**config.mk**
```make
export PLATFORM = sky130hd
export DESIGN_NAME = ravenoc_edge_sink
export DESIGN_NICKNAME = d
export VERILOG_FILES = /design/src/rtl/ravenoc_edge_sink.sv
export SDC_FILE = /design/constraint.sdc
export NUM_CORES = 1
export LEC_CHECK = 0
export ABC_AREA = 1
export ABC_CLOCK_PERIOD_IN_PS = 1800
export CORE_ASPECT_RATIO = 1.4
export CORE_MARGIN = 4
export CORE_UTILIZATION = 39
export DETAILED_ROUTE_END_ITERATION = 10
export GPL_TIMING_DRIVEN = 0
export HOLD_SLACK_MARGIN = 0.1
export PLACE_DENSITY = 0.8
export RECOVER_POWER = 100
export SETUP_SLACK_MARGIN = 0.15
export SYNTH_ARGS = -nofsm -noshare
export SYNTH_HDL_FRONTEND = slang
export SYNTH_SLANG_ARGS = --single-unit
```
**constraint.sdc**
```tcl
create_clock -name clk -period 1.8 [get_ports clk]
set_clock_uncertainty 0.15 [all_clocks]
set_input_delay 0.18 -clock clk [delete_from_list [all_inputs] [get_ports clk]]
set_output_delay 0.18 -clock clk [all_outputs]
set_load 0.1 [all_outputs]
```
**src/rtl/ravenoc_edge_sink.sv**
```systemverilog
// ravenoc_edge_sink: mesh-boundary port terminator with per-VC packet
// tracking, saturating flit/packet counters and sticky error capture.
// Optional error interrupt pulse enabled with `define RAVENOC_EDGE_IRQ_EN.
module ravenoc_edge_sink #(
    parameter int FLIT_WIDTH = 34,
    parameter int N_VIRT_CHN = 3,
    parameter int CNT_WIDTH  = 16,
    parameter int SINK_MODE  = 1
) (
    input  logic                  clk,
    input  logic                  arst,
    input  logic [FLIT_WIDTH-1:0] flit_data_i,
    input  logic [N_VIRT_CHN-1:0] valid_i,
    output logic [N_VIRT_CHN-1:0] ready_o,
    input  logic                  clear_i,
    output logic [CNT_WIDTH-1:0]  flit_cnt_o,
    output logic [CNT_WIDTH-1:0]  pkt_cnt_o,
    output logic                  err_o,
    output logic [$clog2(N_VIRT_CHN > 2 ? N_VIRT_CHN : 2)-1:0] err_vc_o,
    output logic                  irq_o
);

    localparam int VC_W = $clog2(N_VIRT_CHN > 2 ? N_VIRT_CHN : 2);

    typedef enum logic [1:0] {
        FT_HEAD = 2'b00,
        FT_BODY = 2'b01,
        FT_TAIL = 2'b10,
        FT_HT   = 2'b11
    } flit_type_t;

    typedef enum logic {
        ST_IDLE,
        ST_IN_PKT
    } vc_state_t;

    flit_type_t            ftype;
    logic                  unused_payload;
    logic [N_VIRT_CHN-1:0] ready_q;
    logic [N_VIRT_CHN-1:0] accept;
    logic [N_VIRT_CHN-1:0] vc_err;
    logic [N_VIRT_CHN-1:0] vc_done;
    logic                  multi;
    logic                  err_any;
    logic                  pkt_any;
    logic [VC_W-1:0]       low_vc;
    logic [CNT_WIDTH-1:0]  flit_q;
    logic [CNT_WIDTH-1:0]  pkt_q;
    logic                  err_q;
    logic [VC_W-1:0]       err_vc_q;

    assign ftype          = flit_type_t'(flit_data_i[FLIT_WIDTH-1 -: 2]);
    assign unused_payload = ^flit_data_i[FLIT_WIDTH-3:0];

    // Ready comes up one edge after reset releases; blocking mode never raises it
    always_ff @(posedge clk) begin
        if (arst) begin
            ready_q <= '0;
        end else begin
            ready_q <= {N_VIRT_CHN{SINK_MODE != 0}};
        end
    end

    assign ready_o = ready_q;
    assign accept  = valid_i & ready_q;
    assign multi   = $countones(accept) > 1;

    for (genvar v = 0; v < N_VIRT_CHN; v++) begin : g_vc
        vc_state_t state_q;
        logic      in_pkt;
        logic      is_open;
        logic      is_cont;

        assign in_pkt  = (state_q == ST_IN_PKT);
        assign is_open = (ftype == FT_HEAD) || (ftype == FT_HT);
        assign is_cont = (ftype == FT_BODY) || (ftype == FT_TAIL);

        assign vc_err[v]  = accept[v] & (in_pkt ? is_open : is_cont);
        assign vc_done[v] = accept[v] &
                            (in_pkt ? (ftype == FT_TAIL) : (ftype == FT_HT));

        // Packet framing state: a head opens, tail/head-tail close, body keeps
        always_ff @(posedge clk) begin
            if (arst) begin
                state_q <= ST_IDLE;
            end else if (accept[v]) begin
                unique case (ftype)
                    FT_HEAD: state_q <= ST_IN_PKT;
                    FT_BODY: state_q <= state_q;
                    FT_TAIL: state_q <= ST_IDLE;
                    FT_HT:   state_q <= ST_IDLE;
                    default: state_q <= ST_IDLE;
                endcase
            end
        end
    end

    assign err_any = (|vc_err) | multi;
    assign pkt_any = |vc_done;

    // Lowest accepted VC is the one reported for an error in this cycle
    always_comb begin
        low_vc = '0;
        for (int i = N_VIRT_CHN - 1; i >= 0; i--) begin
            if (accept[i]) begin
                low_vc = VC_W'(i);
            end
        end
    end

    // Accepted-flit counter, one count per accepting cycle, saturating
    always_ff @(posedge clk) begin
        if (arst || clear_i) begin
            flit_q <= '0;
        end else if ((|accept) && (flit_q != '1)) begin
            flit_q <= flit_q + CNT_WIDTH'(1);
        end
    end

    // Completed-packet counter, saturating
    always_ff @(posedge clk) begin
        if (arst || clear_i) begin
            pkt_q <= '0;
        end else if (pkt_any && (pkt_q != '1)) begin
            pkt_q <= pkt_q + CNT_WIDTH'(1);
        end
    end

    // Sticky error flag; the VC is latched only by the error that sets it
    always_ff @(posedge clk) begin
        if (arst || clear_i) begin
            err_q    <= 1'b0;
            err_vc_q <= '0;
        end else if (err_any && !err_q) begin
            err_q    <= 1'b1;
            err_vc_q <= low_vc;
        end
    end

    assign flit_cnt_o = flit_q;
    assign pkt_cnt_o  = pkt_q;
    assign err_o      = err_q;
    assign err_vc_o   = err_vc_q;

`ifdef RAVENOC_EDGE_IRQ_EN
    logic irq_q;

    // One-cycle pulse aligned with the rising edge of the sticky flag
    always_ff @(posedge clk) begin
        if (arst || clear_i) begin
            irq_q <= 1'b0;
        end else begin
            irq_q <= err_any && !err_q;
        end
    end

    assign irq_o = irq_q;
`else
    assign irq_o = 1'b0;
`endif

endmodule
```
**Yosys cells after proc, flatten, opt, wreduce, memory -nomap -nowiden**

Index checks and enable logic that the tools add are counted.
Widths: inputs -> output; s select.

- Register bits: 41
- Input port bits: 40

- Add/subtract/negate cells: 4
- $lt $le $gt $ge: 1
- Equal/unequal tests: 5
- Mux-type cells: 11
- Bitwise operators: 9
- Reductions and logical operators: 15

Operator list:

| cell | number |
|---|---|
| $add 16x1->16 const B | 2 |
| $ne 16x16->1 const B | 2 |
| $reduce_or 3->1 | 3 |
| $and 1x1->1 | 6 |
| $mux 1 | 6 |
| $mux 2 | 3 |
| $reduce_and 2->1 | 3 |
| $eq 2x2->1 const B | 2 |
| $add 2x1->3 | 1 |
| $and 3x3->3 | 1 |
| $gt 3x1->1 const B | 1 |
| $logic_and 1x1->1 | 3 |
| $logic_or 1x1->1 | 3 |
| $mux 3 | 1 |
| $add 1x1->2 | 1 |
| $eq 2x1->1 const B | 1 |
| $logic_not 2->1 | 1 |
| $pmux 1 s2 | 1 |
| $reduce_or 2->1 | 1 |
| $logic_not 1->1 | 1 |
| $not 1->1 | 1 |
| $or 1x1->1 | 1 |

**Depth between registers and ports, before layout**

Gate-level depths: netlist of run 1.

- Depth in word-level cells: 7
- Gate-level depth with buffers: 11

**Worst setup path before layout of run 1**

OpenSTA, ideal clock, no wires.

- Path kind: flip-flop to flip-flop
- From: register ready_q[1] (netlist: ready_o[1])
- To: register err_q (netlist: err_o)
- Library setup time: 118 ps
- Data arrival time: 2133 ps
- Data required time: 1532 ps
- Setup slack: -601 ps
- Cell stages (with the launch flop): 10
- Buffers on the path: 0
- Period minus slack after synthesis: 2401 ps
- Path through: dfxtp_1 nand2_2 inv_2 ha_1 nand3_1 nand2_1 inv_1 nand4_1 o21ai_0 inv_1

- Cells in the longest elaborated chain, start to end: 6
- Elaborated cells on any way between the ends: 8
- Those cells by class: add/sub: 2; order compare: 1; bitwise: 3; reduce/logical: 2

RTL lines:

| what | line | source |
|---|---|---|
| start: declaration | 39 | `logic [N_VIRT_CHN-1:0] ready_q;` |
| start signal: assignment | 60 | `ready_q <= {N_VIRT_CHN{SINK_MODE != 0}};` |
| $and 3x3->3 * | 65 | `assign accept = valid_i & ready_q;` |
| $add 1x1->2 (implied by the code) | 66 | `assign multi = $countones(accept) > 1;` |
| $add 2x1->3 (implied by the code) | 66 |  |
| $gt 3x1->1 | 66 |  |
| $or 1x1->1 * | 98 | `assign err_any = (\|vc_err) \| multi;` |
| $logic_and 1x1->1 * | 134 | `end else if (err_any && !err_q) begin` |
| end signal: assignment | 132 | `err_q <= 1'b0;` |
| end signal: assignment | 135 | `err_q <= 1'b1;` |
| end: declaration | 49 | `logic err_q;` |

Mark *: on every way between the ends. The rest lies on a longest branch, timed or not.
A chain may end at the register's enable or synchronous reset.

**Worst setup path in the final report of run 1**

- From: register pkt_q[1] (netlist: pkt_cnt_o[1])
- To: register pkt_q[14] (netlist: pkt_cnt_o[14])

- Cells in the longest elaborated chain, start to end: 2
- Elaborated cells on any way between the ends: 3
- Those cells by class: add/sub: 1; eq/ne: 1; reduce/logical: 1

RTL lines:

| what | line | source |
|---|---|---|
| start: declaration | 48 | `logic [CNT_WIDTH-1:0] pkt_q;` |
| start signal: assignment | 125 | `pkt_q <= pkt_q + CNT_WIDTH'(1);` |
| parallel branches: the longest is 2 deep, another holds $add 16x1->16 | - |  |

Parallel ways; which one is timed is not known.

==> metrics.txt, run 1 <==
# TYPE chip_impl_metric gauge
chip_impl_info{name="run_status",value="finished clean"} 1
chip_impl_info{name="critPathCaptureType",value="flop"} 1
chip_impl_metric{name="dp_hpwl",unit="um"} 4550
chip_impl_metric{name="timing.fmax",unit="MHz"} 594
chip_impl_metric{name="via_count",unit=""} 2542
chip_impl_info{name="min_delay_worst_endpoint",value="err_vc_o[0]$_SDFFE_PP0P_"} 1
chip_impl_metric{name="avgSynthCellArea",unit="um2"} 6.43
chip_impl_metric{name="final.period_utilization",unit="%"} 93.5
chip_impl_metric{name="netSwitchingPower",unit="mW"} 0.610
chip_impl_metric{name="path_max_fanout",unit=""} 6
chip_impl_metric{name="timing.final.max_slew_violations",unit=""} 0
chip_impl_info{name="dominantRegCellSynth",value="sky130_fd_sc_hd__dfxtp_1"} 1
chip_impl_metric{name="grt_util_all_layers",unit="%"} 16.8
chip_impl_info{name="synth.top_cells.by_count",value="109 x sky130_fd_sc_hd__nand2_1, 49 x sky130_fd_sc_hd__nor2_1, 39 x sky130_fd_sc_hd__dfxtp_1, 39 x sky130_fd_sc_hd__inv_1, 33 x sky130_fd_sc_hd__nand3_1"} 1
chip_impl_info{name="hold_path.startpoint",value="err_vc_o[0]$_SDFFE_PP0P_"} 1
chip_impl_info{name="regToRegEndpoint",value="pkt_cnt_o[14]$_SDFFE_PP0P_"} 1
chip_impl_metric{name="placedCellCount",unit=""} 488
chip_impl_metric{name="final-setup-viol-count",unit=""} 0
chip_impl_metric{name="p_int",unit="mW"} 1.26
chip_impl_metric{name="port-buffer-count",unit=""} 45
chip_impl_metric{name="flow.area_growth_from_synthesis",unit="%"} 40.3
chip_impl_metric{name="placeableCoreArea",unit="mm2"} 0.00590
chip_impl_info{name="hold_class",value="reg -> reg"} 1
chip_impl_info{name="worst_setup_path_start_kind",value="flop"} 1
chip_impl_metric{name="post_synth_inst_count",unit=""} 373
chip_impl_metric{name="design.portCount",unit=""} 79
chip_impl_metric{name="chipWidth",unit="um"} 74.3
chip_impl_metric{name="timing.reg2reg.worst_path_depth",unit=""} 10
chip_impl_metric{name="layout_min_cycle_time",unit="ps"} 1680
chip_impl_metric{name="place_congestion",unit=""} 0.891
chip_impl_metric{name="synth_seq_cells",unit=""} 39
chip_impl_metric{name="yosys_warnings",unit=""} 0
chip_impl_metric{name="net_count_of_the_mapped_netlist",unit=""} 419
chip_impl_metric{name="cp.required",unit="ps"} 1820
chip_impl_metric{name="grt_start_max_net_pins",unit=""} 14
chip_impl_metric{name="fp.dieArea",unit="mm2"} 0.00749
chip_impl_info{name="critical_path.reg2reg.startpoint",value="pkt_cnt_o[1]$_SDFFE_PP0P_"} 1
chip_impl_metric{name="violation_count_after_the_first_detailed_routing_iteration",unit=""} 78
chip_impl_metric{name="power.density_cell_area",unit="mW/mm2"} 554
chip_impl_metric{name="drc_violations",unit=""} 0
chip_impl_metric{name="reg2reg_setup_slack",unit="ps"} 120
chip_impl_metric{name="synth_async_sr_flop_share",unit="%"} 0
chip_impl_metric{name="finalSetupTns",unit="ps"} 0
chip_impl_metric{name="power.static_leakage",unit="nW"} 1.22
chip_impl_metric{name="clock_slew_at_the_register_clock_pins_of_the_worst_setup_and_hold_paths",unit="ps"} 80
chip_impl_metric{name="share_of_total_power_in_combinational_logic",unit="%"} 20.4
chip_impl_metric{name="synth_top_area_share",unit="%"} 32.5
chip_impl_info{name="most_frequent_cell_after_synthesis",value="sky130_fd_sc_hd__nand2_1"} 1
chip_impl_info{name="netlist_top_cells_area",value="sky130_fd_sc_hd__dfxtp_1 33%, sky130_fd_sc_hd__nand2_1 17%, sky130_fd_sc_hd__nor2_1 7.7%"} 1
chip_impl_metric{name="post_drt_wl_per_cell",unit="um"} 12.4
chip_impl_info{name="post-synth-top-area-cell",value="sky130_fd_sc_hd__dfxtp_1"} 1
chip_impl_metric{name="grt_overflow_total",unit=""} 0
chip_impl_metric{name="starting_utilization_of_the_core_area",unit="%"} 40.6
chip_impl_info{name="rsz0062_at_grt",value="true"} 1
chip_impl_metric{name="post_route_cells_drive_above_1_share",unit="%"} 27.6
chip_impl_metric{name="fin_hold_ws",unit="ps"} 325
chip_impl_metric{name="drtPass1Iterations",unit=""} 4
chip_impl_metric{name="number_of_nets_in_the_layout",unit=""} 479
chip_impl_metric{name="ir_drop",unit="mV"} 0.345
chip_impl_metric{name="number_of_vias_per_cell",unit=""} 5.04
chip_impl_info{name="critPathKind",value="reg -> reg"} 1
chip_impl_metric{name="first_global_vias",unit=""} 2468
chip_impl_metric{name="htreeDepth",unit=""} 2
chip_impl_metric{name="clkSinkCount",unit=""} 39
chip_impl_metric{name="whs_path_depth",unit=""} 2
chip_impl_metric{name="synth_seq_area_share",unit="%"} 32.5
chip_impl_metric{name="clock_network_fraction_of_total_power",unit="%"} 32.4
chip_impl_metric{name="rows",unit=""} 33
chip_impl_metric{name="totalWireLength",unit="um"} 6270
chip_impl_metric{name="cts-buffers-inserted",unit=""} 5
chip_impl_metric{name="pwr-share-seq",unit="%"} 47.2
chip_impl_info{name="buffer_type_at_the_clock_tree_root",value="sky130_fd_sc_hd__clkbuf_8"} 1
chip_impl_metric{name="stdcell_count",unit=""} 504
chip_impl_metric{name="worst_pin_slew",unit="ps"} 599
chip_impl_info{name="tritoncts_clock_tree",value="done"} 1
chip_impl_metric{name="grt_first_pass_wirelength",unit="um"} 10100
chip_impl_metric{name="count_of_flip_flops_with_a_built_in_enable_after_synthesis",unit=""} 0
chip_impl_metric{name="proportion_of_total_power_due_to_net_switching",unit="%"} 32.7
chip_impl_metric{name="cap_viol_max_count",unit=""} 0
chip_impl_metric{name="timing.slew.headroom",unit="%"} 60.1
chip_impl_metric{name="cp_data_arrival_time",unit="ps"} 1700
chip_impl_metric{name="chipHeight",unit="um"} 101
chip_impl_metric{name="clock_tree.buffer_depth",unit=""} 2
chip_impl_metric{name="power",unit="mW"} 1.87
chip_impl_metric{name="clk_latency",unit="ps"} 290
chip_impl_metric{name="final_hold_violation_count",unit=""} 0
chip_impl_metric{name="synth_area",unit="mm2"} 0.00240
chip_impl_metric{name="antenna-diode-count",unit=""} 0
chip_impl_metric{name="synth.lib_cells_used.distinct",unit=""} 29
chip_impl_metric{name="antenna_found_initial",unit=""} 0
chip_impl_metric{name="drtAntennaViolNets",unit=""} 0
chip_impl_metric{name="fill_cells",unit=""} 582
placed cells by master, fill, tap and decap left out, types with 3 or more instances in the layout:
cell type,instances
sky130_fd_sc_hd__xor2_1,4
sky130_fd_sc_hd__dfxtp_1,27
sky130_fd_sc_hd__inv_4,3
sky130_fd_sc_hd__buf_6,3
sky130_fd_sc_hd__nand3_2,4
sky130_fd_sc_hd__inv_1,36
sky130_fd_sc_hd__clkbuf_2,3
sky130_fd_sc_hd__nor2_2,3
sky130_fd_sc_hd__clkinvlp_4,3
sky130_fd_sc_hd__nor2_1,45
sky130_fd_sc_hd__a21oi_1,19
sky130_fd_sc_hd__o21ai_0,10
sky130_fd_sc_hd__nand3_1,29
sky130_fd_sc_hd__inv_2,3
sky130_fd_sc_hd__a21oi_2,5
sky130_fd_sc_hd__nand4_1,9
sky130_fd_sc_hd__nand2_1,108
sky130_fd_sc_hd__clkbuf_8,5
sky130_fd_sc_hd__clkdlybuf4s15_2,36
sky130_fd_sc_hd__buf_4,10
sky130_fd_sc_hd__clkdlybuf4s50_1,4
sky130_fd_sc_hd__nand2_2,8
sky130_fd_sc_hd__clkbuf_1,3
sky130_fd_sc_hd__nand2_4,3
sky130_fd_sc_hd__xnor2_1,7
sky130_fd_sc_hd__o311a_1,3
sky130_fd_sc_hd__nor2_4,4
sky130_fd_sc_hd__dfxtp_4,12
sky130_fd_sc_hd__ha_4,4
metrics by stage:
step / instance area (um2) / util [%] / setup WS (ps)
6_report: 3370 / 57.0 / 117
5_1_grt: 3370 / 57.0 / 32.8
4_1_cts: 3310 / 56.1 / 85.5
3_5_place_dp: 3160 / 53.5 / -273
3_3_place_gp: 3160 / 53.5 / -252
2_1_floorplan: 2620 / - / 82.5
how the worst max path moves through the flow:
stage                     slack (ps)                          to                 startpoint  depth (start not counted)
after global routing              30  pkt_cnt_o[11]$_SDFFE_PP0P_  pkt_cnt_o[4]$_SDFFE_PP0P_                         10
final                            120  pkt_cnt_o[14]$_SDFFE_PP0P_  pkt_cnt_o[1]$_SDFFE_PP0P_                         10
after floorplan                   80    err_vc_o[0]$_SDFFE_PP0P_         ready_o[1]$_DFF_P_                          9
after detailed placement        -270  pkt_cnt_o[15]$_SDFFE_PP0P_            flit_data_i[32]                         11
after CTS                         90                  ready_o[1]         ready_o[1]$_DFF_P_                          2
after global placement          -250  pkt_cnt_o[15]$_SDFFE_PP0P_            flit_data_i[32]                         11
registers in the layout, indices dropped and copies added, names as in the netlist:
| signal | flops |
|---|---|
| pkt_cnt_o | 16 |
| ready_o | 1 |
| err_o | 1 |
| g_vc.in_pkt | 3 |
| err_vc_o | 2 |
| flit_cnt_o | 16 |
cell families after synthesis:
family / share of synthesized area, %
XOR/XNOR: 4.01
AO/OA/AOI/OAI: 9.07
AND/OR/NAND/NOR: 40.5
adder cells (fa/ha/maj): 3.13
flip-flops: 32.5
other: 0.156
buffers and inverters: 10.6
final cells by class:
type | count | area (um2) | share of cell area, %
Multi-Input combinational cell | 279 | 1540 | 45.6
Sequential cell | 39 | 826 | 24.5
Timing Repair Buffer | 53 | 558 | 16.6
Clock inverter | 3 | 20.0 | 0.595
Clock buffer | 5 | 68.8 | 2.04
Buffer | 12 | 97.6 | 2.90
Inverter | 43 | 173 | 5.13
Tap cell | 70 | 87.6 | 2.60
per-layer routing:
metal	track usage [%]	routed length [um]	vias to the layer above
met3	3.19	248	6
met4	8.08	97	0
li1	-	-	1300
met2	30.8	3430	58
met5	0	0	-
met1	17.9	2500	1178
critical path, stage by stage, from the launching register on:
cell and delay [ps]:
sky130_fd_sc_hd__dfxtp_1 420, sky130_fd_sc_hd__ha_4 180, sky130_fd_sc_hd__nand3_4 90, sky130_fd_sc_hd__inv_2 90, sky130_fd_sc_hd__nand2_4 60, sky130_fd_sc_hd__inv_4 70, sky130_fd_sc_hd__nand2_8 60, sky130_fd_sc_hd__nand2_8 100
sky130_fd_sc_hd__clkinvlp_4 150, sky130_fd_sc_hd__nand2_1 120, sky130_fd_sc_hd__a21oi_2 50
repair_timing:
item	in CTS	in global routing
buffers inserted	0	6
gates cloned	0	2
endpoints found under the setup margin	55	27
gates resized for setup	121	22
hold buffers	0	0
hold endpoints to repair	0	0
pin swaps	3	8
power by group through the flow:
stage	sequential [mW]	clock (mW)	combinational (mW)
after floorplan	0.946	0	0.185
after global placement	0.870	0	0.343
after detailed placement	0.871	0	0.349
after CTS	0.850	0.625	0.353
after global routing	0.883	0.654	0.409
final	0.881	0.604	0.381
(Power assumes the default switching activity.)
==> run 2: changes to the inputs <==
--- a/config.mk
+++ b/config.mk
@@ -14,7 +14,7 @@
 export GPL_TIMING_DRIVEN = 0
 export HOLD_SLACK_MARGIN = 0.1
 export PLACE_DENSITY = 0.8
-export RECOVER_POWER = 100
+export RECOVER_POWER = 25
 export SETUP_SLACK_MARGIN = 0.15
 export SYNTH_ARGS = -nofsm -noshare
 export SYNTH_HDL_FRONTEND = slang
==> run 2 against run 1 <==
Effect of this change: routed wire length fell by 0.38%; total power fell by 1.2%; sequential power down 2%; critical path type unchanged; clock power is 0.8% lower; worst hold slack about the same; setup slack worse by 7.1 ps; critical path depth unchanged; cell count stayed put; fmax down 0.42%; core utilization is 1.0 points higher; flip-flop and latch count stayed put; critical endpoint is now pkt_cnt_o[13]$_SDFFE_PP0P_.
==> metrics.txt, run 2 (synthesized netlist as in run 1, its figures left out) <==
# TYPE chip_impl_metric gauge
chip_impl_info{name="run_status",value="finished clean"} 1
chip_impl_metric{name="dp_hpwl",unit="um"} 4550
chip_impl_info{name="critPathKind",value="reg -> reg"} 1
chip_impl_metric{name="via_count",unit=""} 2538
chip_impl_metric{name="post_route_cells_drive_above_1_share",unit="%"} 31.1
chip_impl_metric{name="antenna-diode-count",unit=""} 0
chip_impl_metric{name="timing.final.max_slew_violations",unit=""} 0
chip_impl_metric{name="power.density_cell_area",unit="mW/mm2"} 538
chip_impl_metric{name="cp.required",unit="ps"} 1810
chip_impl_metric{name="number_of_nets_in_the_layout",unit=""} 479
chip_impl_metric{name="power",unit="mW"} 1.84
chip_impl_metric{name="cts-buffers-inserted",unit=""} 5
chip_impl_metric{name="layout_min_cycle_time",unit="ps"} 1690
chip_impl_metric{name="clock_tree.buffer_depth",unit=""} 2
chip_impl_metric{name="grt_first_pass_wirelength",unit="um"} 10100
chip_impl_metric{name="htreeDepth",unit=""} 2
chip_impl_metric{name="final_core_occ",unit="%"} 58.0
chip_impl_metric{name="place_congestion",unit=""} 0.891
chip_impl_metric{name="port-buffer-count",unit=""} 45
chip_impl_info{name="rsz0062_at_grt",value="true"} 1
chip_impl_metric{name="clkSinkCount",unit=""} 39
chip_impl_info{name="tritoncts_clock_tree",value="done"} 1
chip_impl_metric{name="final-setup-viol-count",unit=""} 0
chip_impl_metric{name="placeableCoreArea",unit="mm2"} 0.00590
chip_impl_metric{name="worst_pin_slew",unit="ps"} 600
chip_impl_metric{name="number_of_vias_per_cell",unit=""} 5.04
chip_impl_metric{name="post_drt_wl_per_cell",unit="um"} 12.4
chip_impl_metric{name="grt_util_all_layers",unit="%"} 16.8
chip_impl_metric{name="timing.slew.headroom",unit="%"} 60.0
chip_impl_metric{name="antenna_found_initial",unit=""} 0
chip_impl_metric{name="timing.fmax",unit="MHz"} 592
chip_impl_metric{name="grt_overflow_total",unit=""} 0
chip_impl_metric{name="chipHeight",unit="um"} 101
chip_impl_info{name="final_common_cell",value="sky130_fd_sc_hd__nand2_1"} 1
chip_impl_metric{name="clock_slew_at_the_register_clock_pins_of_the_worst_setup_and_hold_paths",unit="ps"} 80
chip_impl_metric{name="violation_count_after_the_first_detailed_routing_iteration",unit=""} 85
chip_impl_metric{name="placedCellCount",unit=""} 488
chip_impl_metric{name="power.static_leakage",unit="nW"} 1.24
chip_impl_metric{name="final_hold_violation_count",unit=""} 0
chip_impl_metric{name="fp.dieArea",unit="mm2"} 0.00749
chip_impl_metric{name="chipWidth",unit="um"} 74.3
chip_impl_metric{name="design_area",unit="mm2"} 0.00343
chip_impl_info{name="hold_class",value="reg -> reg"} 1
chip_impl_metric{name="layout_setup_ws",unit="ps"} 110
chip_impl_metric{name="drtPass1Iterations",unit=""} 4
chip_impl_metric{name="design.portCount",unit=""} 79
chip_impl_metric{name="post_dp_cell_area",unit="mm2"} 0.00316
chip_impl_metric{name="final.period_utilization",unit="%"} 93.9
chip_impl_metric{name="drtAntennaViolNets",unit=""} 0
chip_impl_metric{name="first_global_vias",unit=""} 2468
chip_impl_metric{name="stdcell_count",unit=""} 504
chip_impl_metric{name="rows",unit=""} 33
chip_impl_metric{name="finalSetupTns",unit="ps"} 0
chip_impl_metric{name="detailedPlace.worstSlack",unit="ps"} -273
chip_impl_metric{name="clk_latency",unit="ps"} 290
chip_impl_metric{name="fin_hold_ws",unit="ps"} 325
chip_impl_info{name="worst_setup_path_start_kind",value="flop"} 1
chip_impl_info{name="buffer_type_at_the_clock_tree_root",value="sky130_fd_sc_hd__clkbuf_8"} 1
chip_impl_info{name="layout_common_cells",value="106 x sky130_fd_sc_hd__nand2_1, 45 x sky130_fd_sc_hd__nor2_1, 36 x sky130_fd_sc_hd__inv_1, 36 x sky130_fd_sc_hd__clkdlybuf4s15_2, 29 x sky130_fd_sc_hd__nand3_1"} 1
chip_impl_metric{name="path_max_fanout",unit=""} 6
chip_impl_metric{name="grt_start_max_net_pins",unit=""} 14
chip_impl_metric{name="starting_utilization_of_the_core_area",unit="%"} 40.6
chip_impl_metric{name="cap_viol_max_count",unit=""} 0
chip_impl_metric{name="flow.area_growth_from_synthesis",unit="%"} 42.8
chip_impl_info{name="critPathCaptureType",value="flop"} 1
chip_impl_metric{name="cp_data_arrival_time",unit="ps"} 1700
chip_impl_metric{name="totalWireLength",unit="um"} 6240
chip_impl_metric{name="ir_drop",unit="mV"} 0.341
chip_impl_metric{name="drc_violations",unit=""} 0
[run 2: cell count changes in the layout (fill, tap and decap cells not counted), moves of 2 or more]
cell / previous run / this run
sky130_fd_sc_hd__buf_2: 0 / 2
sky130_fd_sc_hd__clkbuf_2: 3 / 0
sky130_fd_sc_hd__dfxtp_1: 27 / 14
sky130_fd_sc_hd__dfxtp_4: 12 / 25
sky130_fd_sc_hd__nand2_1: 108 / 106
sky130_fd_sc_hd__nand2_2: 8 / 10
[run 2: cell type report]
| cell class | count | area, um2 |
|---|---|---|
| Timing Repair Buffer | 53 | 561 |
| Sequential cell | 39 | 875 |
| Buffer | 12 | 101 |
| Tap cell | 70 | 87.6 |
| Inverter | 43 | 173 |
| Multi-Input combinational cell | 279 | 1540 |
| Clock inverter | 3 | 20.0 |
| Fill cell | 557 | 2480 |
| Clock buffer | 5 | 68.8 |
[run 2: worst paths after layout]
kind | from | end | slack [ps] | cells after the start
max | pkt_cnt_o[1]$_SDFFE_PP0P_ | pkt_cnt_o[13]$_SDFFE_PP0P_ | 110 | 10
min | err_vc_o[0]$_SDFFE_PP0P_ | err_vc_o[0]$_SDFFE_PP0P_ | 330 | 2
max reg2reg | pkt_cnt_o[1]$_SDFFE_PP0P_ | pkt_cnt_o[13]$_SDFFE_PP0P_ | 110 | 10
min reg2reg | err_vc_o[0]$_SDFFE_PP0P_ | err_vc_o[0]$_SDFFE_PP0P_ | 330 | 2
[run 2: power breakdown]
| group | leakage (nW) | switching [mW] | internal, mW | total (mW) |
|---|---|---|---|---|
| clock network | 0.0402 | 0.329 | 0.270 | 0.599 |
| logic | 0.862 | 0.259 | 0.124 | 0.383 |
| registers | 0.335 | 0.0175 | 0.843 | 0.861 |
[run 2: what timing repair did]
action / 4_1_cts / 5_1_grt
pin swaps: 3 / 8
setup endpoints to repair: 55 / 27
hold buffers: 0 / 0
cloned: 0 / 2
gates resized for setup: 121 / 22
setup buffers: 0 / 6
[run 2: critical path, cell delays in order, from the launching register on]
cell and delay [ps]:
sky130_fd_sc_hd__dfxtp_1 420, sky130_fd_sc_hd__ha_4 180, sky130_fd_sc_hd__nand3_4 90, sky130_fd_sc_hd__inv_2 90, sky130_fd_sc_hd__nand2_4 60, sky130_fd_sc_hd__inv_4 70, sky130_fd_sc_hd__nand2_8 60, sky130_fd_sc_hd__nand2_8 100
sky130_fd_sc_hd__clkinvlp_4 170, sky130_fd_sc_hd__nand2_1 100, sky130_fd_sc_hd__a21oi_1 60
[run 2: routing by layer]
metal	global-route usage (%)	up-vias	share of wire, %
met4	8.08	0	1.5
li1	-	1304	-
met1	17.9	1174	39
met2	30.8	54	55
met5	0	-	0
met3	3.19	6	4.5
==> edit 1, RTL diff (config.mk and constraints of run 2) <==
Build with the macro `RAVENOC_EDGE_IRQ_EN` defined.
--- a/src/rtl/ravenoc_edge_sink.sv
+++ b/src/rtl/ravenoc_edge_sink.sv
@@ -1,6 +1,8 @@
 // ravenoc_edge_sink: mesh-boundary port terminator with per-VC packet
 // tracking, saturating flit/packet counters and sticky error capture.
 // Optional error interrupt pulse enabled with `define RAVENOC_EDGE_IRQ_EN.
+`define RAVENOC_EDGE_IRQ_EN
+
 module ravenoc_edge_sink #(
     parameter int FLIT_WIDTH = 34,
     parameter int N_VIRT_CHN = 3,
Function: changed (Yosys sat finds a counterexample within 4 cycles, from zero or initial values and one cycle with arst high).
==> edit 1 against run 2 <==
Non-clock buffer count up 4. Area after synthesis shrank 3.4%. Cell area decreased by 3.0%. Sequential share of layout area grew 0.74 points. Total power up 2.0%. Count of clock-buffer cells in the layout grew 2. Sequential cell count increased by 1. Wire length decreased by 4.8%. Worst setup slack improved by 0.043 ns. Largest power group unchanged.
==> edit 1: results (changes against run 2) <==
Total Nets Final - 473 (was 479)
Clock transition at path regs - 0.08 ns (about the same)
RePlAce Congestion - 0.859 (was 0.891)
total track usage - 16.9% (was 16.8%)
clk root buf - clkbuf_8 (unchanged)
Netlist cell types - 23 (was 29)
Main synth FF type - dfxtp_1 (unchanged)
layout cell share with drive strength beyond 1 - 28.7% (was 31.1%)
H-tree Lvls - 2 (unchanged)
clock buffer depth - 2 (unchanged)
dpl cells - 478 (was 488)
status - completed (unchanged)
vias in the first global route - 2317 (was 2468)
initial antenna violation count - 0 (unchanged)
top post-synthesis cells by area - dfxtp_1 35%, nand2_1 19%, nor2_1 8.1% (was dfxtp_1 33%, nand2_1 17%, nor2_1 7.7%)
# diodes - 0 (unchanged)
Post-DP Area - 3090 µm² (was 3160 µm²)
Synth top cells by count - 115 x nand2_1, 50 x nor2_1, 40 x dfxtp_1 (was 109 x nand2_1, 49 x nor2_1, 39 x dfxtp_1, 39 x inv_1, 33 x nand3_1)
total CTS buffers - 5 (unchanged)
Synthesis Warnings - 0 (unchanged)
pre-CTS setup slack - -0.262 ns (was -0.273 ns)
Worst Reg2Reg Path Length in Cells - 10 (unchanged)
FF-to-FF setup slack - 0.17 ns (was 0.11 ns)
filler cell count - 538 (was 557)
WP data arrival - 1.32 ns (was 1.70 ns)
Post-DP HPWL - 4290 µm (was 4550 µm)
Skew-Pair Late Insertion Delay - 0.29 ns (about the same)
FFs w/ async S/R, synth - 0% (unchanged)
Mapped Cells - 362 (was 373)
worst hold path type - reg2reg (unchanged)
IO buf count - 46 (was 45)
Crit path largest cell delay - 0.59 ns (was 0.42 ns)
first-pass GRT wire length - 9970 µm (was 10100 µm)
drt total wl - 5940 µm (was 6240 µm)
maximum fanout along the worst path - 5 (was 6)
largest net degree at the start of global routing - 13 (was 14)
syn nets - 408 (was 419)
Worst Hold Launch - pkt_cnt_o[15] (was err_vc_o[0])
Hold Crit Endpoint - pkt_cnt_o[15] (was err_vc_o[0])
R2R Path End - pkt_cnt_o[14] (was pkt_cnt_o[13])
DRT iter0 DRCs - 142 (was 85)
Seq/Total Area, Yosys - 34.6% (was 32.5%)
peak supply drop - 0.296 mV (was 0.341 mV)
Post-Layout Cell Count - 498 (was 504)
total number of vias - 2495 (was 2538)
Slew HR - 63.4% (was 60.0%)
hold_ws - 0.346 ns (was 0.325 ns)
hold_buf cts - 0 (unchanged)
Worst R2R Start - pkt_cnt_o[0] (was pkt_cnt_o[1])
1st-pass router iterations - 4 (unchanged)
CP top delay family - buffers and inverters (was flip-flops)
leakage dissipation - 1.23 nW (was 1.24 nW)
Critical-path top delay cell - clkdlybuf4s15_2 (was dfxtp_1)
-- edit 1: cell types whose count changed after synthesis, moves of 2 or more --
| cell | change |
|---|---|
| nand3_1 | -3 |
| a21oi_1 | +3 |
| xor2_1 | +3 |
| buf_6 | -2 |
| nand2_2 | -8 |
| nand2_4 | -2 |
| nand3_2 | -2 |
| inv_1 | -4 |
| nand2_1 | +6 |
| buf_2 | +2 |
-- edit 1: cell type report --
cell class	instances	area (µm²)	area share, %
Inverter	38	150	4.52
Tap cell	70	87.6	2.63
Buffer	11	93.8	2.82
Clock buffer	7	86.3	2.60
Clock inverter	1	3.75	0.113
Sequential cell	40	873	26.3
Timing Repair Buffer	58	584	17.6
Multi-Input combinational cell	273	1450	43.5
-- edit 1: cell families (layout without fill, tap and decap cells) --
kind of cell / Yosys count / after routing / share of synthesized area [%]
buffers and inverters: 49 / 115 / 9.23
adder cells (fa/ha/maj): 6 / 6 / 3.24
XOR/XNOR: 14 / 14 / 5.29
AND/OR/NAND/NOR: 212 / 212 / 37.7
flip-flops: 40 / 40 / 34.6
AO/OA/AOI/OAI: 41 / 41 / 9.99
-- edit 1: per-layer routing --
layer,GRT usage (%),part of all wire (%),up-vias
li1,-,-,1284
met1,19.1,42,1142
met2,30.1,53,61
met3,2.73,3.9,8
met4,8.10,1.6,0
met5,0,0,-
-- edit 1: timing repair --
item | in CTS | in global routing
resized for setup | 126 | 15
setup buffers | 8 | 3
pin swaps | 8 | 7
endpoints found under the setup margin | 68 | 29
gates cloned | 0 | 1
-- edit 1: where the power goes --
group	internal, mW	total [mW]	switching (mW)	leakage (nW)
Sequential	0.878	0.898	0.0194	0.341
Combinational	0.115	0.366	0.251	0.843
Clock	0.307	0.617	0.310	0.0459
Total	1.30	1.88	0.580	1.23
-- edit 1: worst max-delay path by stage --
stage	start	endpoint	slack, ns	cells past startpoint
final	pkt_cnt_o[0]	pkt_cnt_o[0]	0.15	1
after global routing	flit_cnt_o[11]	flit_cnt_o[3]	0.04	8
after CTS	ready_o[1]	ready_o[1]	0.07	2
after detailed placement	flit_data_i[32]	err_vc_o[1]	-0.26	11
after global placement	flit_data_i[32]	err_vc_o[1]	-0.22	11
after floorplan	flit_cnt_o[1]	flit_cnt_o[1]	0.01	9
==> edit 2, RTL diff (flow settings as in run 2) <==
Made on the original files. Put one more register stage on the output `flit_cnt_o`, cleared by the reset. The value now appears one clock later. The other outputs are not delayed to match.
--- a/src/rtl/ravenoc_edge_sink.sv
+++ b/src/rtl/ravenoc_edge_sink.sv
@@ -137,7 +137,13 @@
         end
     end
 
-    assign flit_cnt_o = flit_q;
+    always_ff @(posedge clk) begin
+        if (arst) begin
+            flit_cnt_o <= '0;
+        end else begin
+            flit_cnt_o <= flit_q;
+        end
+    end
     assign pkt_cnt_o  = pkt_q;
     assign err_o      = err_q;
     assign err_vc_o   = err_vc_q;
Formal check against the unedited RTL: not equivalent (a bounded check fails within 4 cycles, from zero or initial values and one cycle with arst high).
==> edit 2 against run 2 <==
Cell area rose by 15%. Combinational power is 11% higher. Area after synthesis is 19% higher. Critical path depth is 7 lower. Sequential power up 43%. Wire length increased by 22%. First-iteration DRC count up 61%. Total power increased by 26%. Die area grew 17%. Sequential cell count increased by 16. Worst setup slack gained 0.017 ns. Largest cell class unchanged.
==> edit 2: results (changes against run 2) <==
Worst Hold Depth - 4 (was 2)
pre-CTS setup slack - -0.317 ns (was -0.273 ns)
met3 usage - 2.31% (was 3.19%)
status - completed (unchanged)
wl on met1 - 2810 µm (was 2460 µm)
total number of vias - 2936 (was 2538)
1st-pass router iterations - 6 (was 4)
total track usage - 17.7% (was 16.8%)
syn_area_per_cell - 6.81 µm² (was 6.43 µm²)
Seq/Total Area, Yosys - 38.6% (was 32.5%)
met1 Usage GRT - 17.9% (about the same)
leakage dissipation - 1.52 nW (was 1.24 nW)
Synth top cells by count - 114 x nand2_1, 70 x nor2_1, 55 x dfxtp_1 (was 109 x nand2_1, 49 x nor2_1, 39 x dfxtp_1, 39 x inv_1, 33 x nand3_1)
Critical-path top delay cell - dfxtp_4 (was dfxtp_1)
dpl cells - 558 (was 488)
met2 WL - 4240 µm (was 3410 µm)
WP data arrival - 1.34 ns (was 1.70 ns)
Netlist cell types - 28 (was 29)
Hold Crit Endpoint - flit_q[7] (was err_vc_o[0])
CP top delay family - buffers and inverters (was flip-flops)
post_cts resized - 131 (was 121)
Worst Reg2Reg Path Length in Cells - 9 (was 10)
Worst Hold Launch - arst (was err_vc_o[0])
Routed met3 length - 318 µm (was 278 µm)
Post-DP HPWL - 5170 µm (was 4550 µm)
Worst R2R Start - ready_o[1] (was pkt_cnt_o[1])
top post-synthesis cells by area - dfxtp_1 39%, nand2_1 15%, nor2_1 9.2% (was dfxtp_1 33%, nand2_1 17%, nor2_1 7.7%)
syn nets - 465 (was 419)
IO buf count - 44 (was 45)
FF-to-FF setup slack - 0.14 ns (was 0.11 ns)
hold_buf cts - 2 (was 0)
Total Nets Final - 536 (was 479)
setup bufs post-CTS - 12 (was 0)
RePlAce Congestion - 0.925 (was 0.891)
first-pass GRT wire length - 12300 µm (was 10100 µm)
DRT iter0 DRCs - 137 (was 85)
Clock transition at path regs - 0.10 ns (was 0.08 ns)
largest net degree at the start of global routing - 16 (was 14)
routed len/inst - 13.0 µm (was 12.4 µm)
peak supply drop - 0.476 mV (was 0.341 mV)
[edit 2: cells by family (layout without fill, tap and decap cells)]
kind of cell    after synthesis  after routing  share of synthesized area (%)
xor+xnor                      9              9                           2.76
buf+inv                      65            136                           10.3
compound gates               36             36                           6.85
fa+ha+maj                     6              6                           2.63
other cells                   1              1                          0.132
flops                        55             55                           38.6
simple gates                247            248                           38.7
[edit 2: how the worst max path moves through the flow]
stage                         start            end  depth (start not counted)
global route             ready_o[1]    err_vc_o[0]                         10
global placement    flit_data_i[32]  pkt_cnt_o[15]                         11
CTS                      ready_o[1]     ready_o[2]                          2
detailed placement  flit_data_i[32]  pkt_cnt_o[15]                         11
floorplan                ready_o[1]    err_vc_o[0]                          9
finish                   ready_o[1]     ready_o[1]                          3
[edit 2: power breakdown]
group,switching (mW),internal (mW),total [mW]
combinational,0.281,0.145,0.426
sequential,0.0167,1.21,1.23
clock,0.401,0.275,0.676
total,0.699,1.63,2.33
[edit 2: layout make-up]
| type | instances | area, µm² |
|---|---|---|
| Buffer | 12 | 97.6 |
| Clock buffer | 7 | 76.3 |
| Clock inverter | 1 | 5.00 |
| Fill cell | 650 | 3080 |
| Inverter | 53 | 218 |
| Multi-Input combinational cell | 300 | 1620 |
| Sequential cell | 55 | 1170 |
| Tap cell | 95 | 119 |
| Timing Repair Buffer | 63 | 643 |
[edit 2: through the flow]
stage	hold WS [ns]	util (%)	cell area [µm²]	TNS, ns
2_1_floorplan	0.213	-	2970	0
3_3_place_gp	0.300	50.2	3520	-4.24
3_5_place_dp	0.304	50.2	3520	-6.04
4_1_cts	0.156	54.5	3830	0
5_1_grt	0.296	56.2	3950	0
6_report	0.222	56.2	3950	0
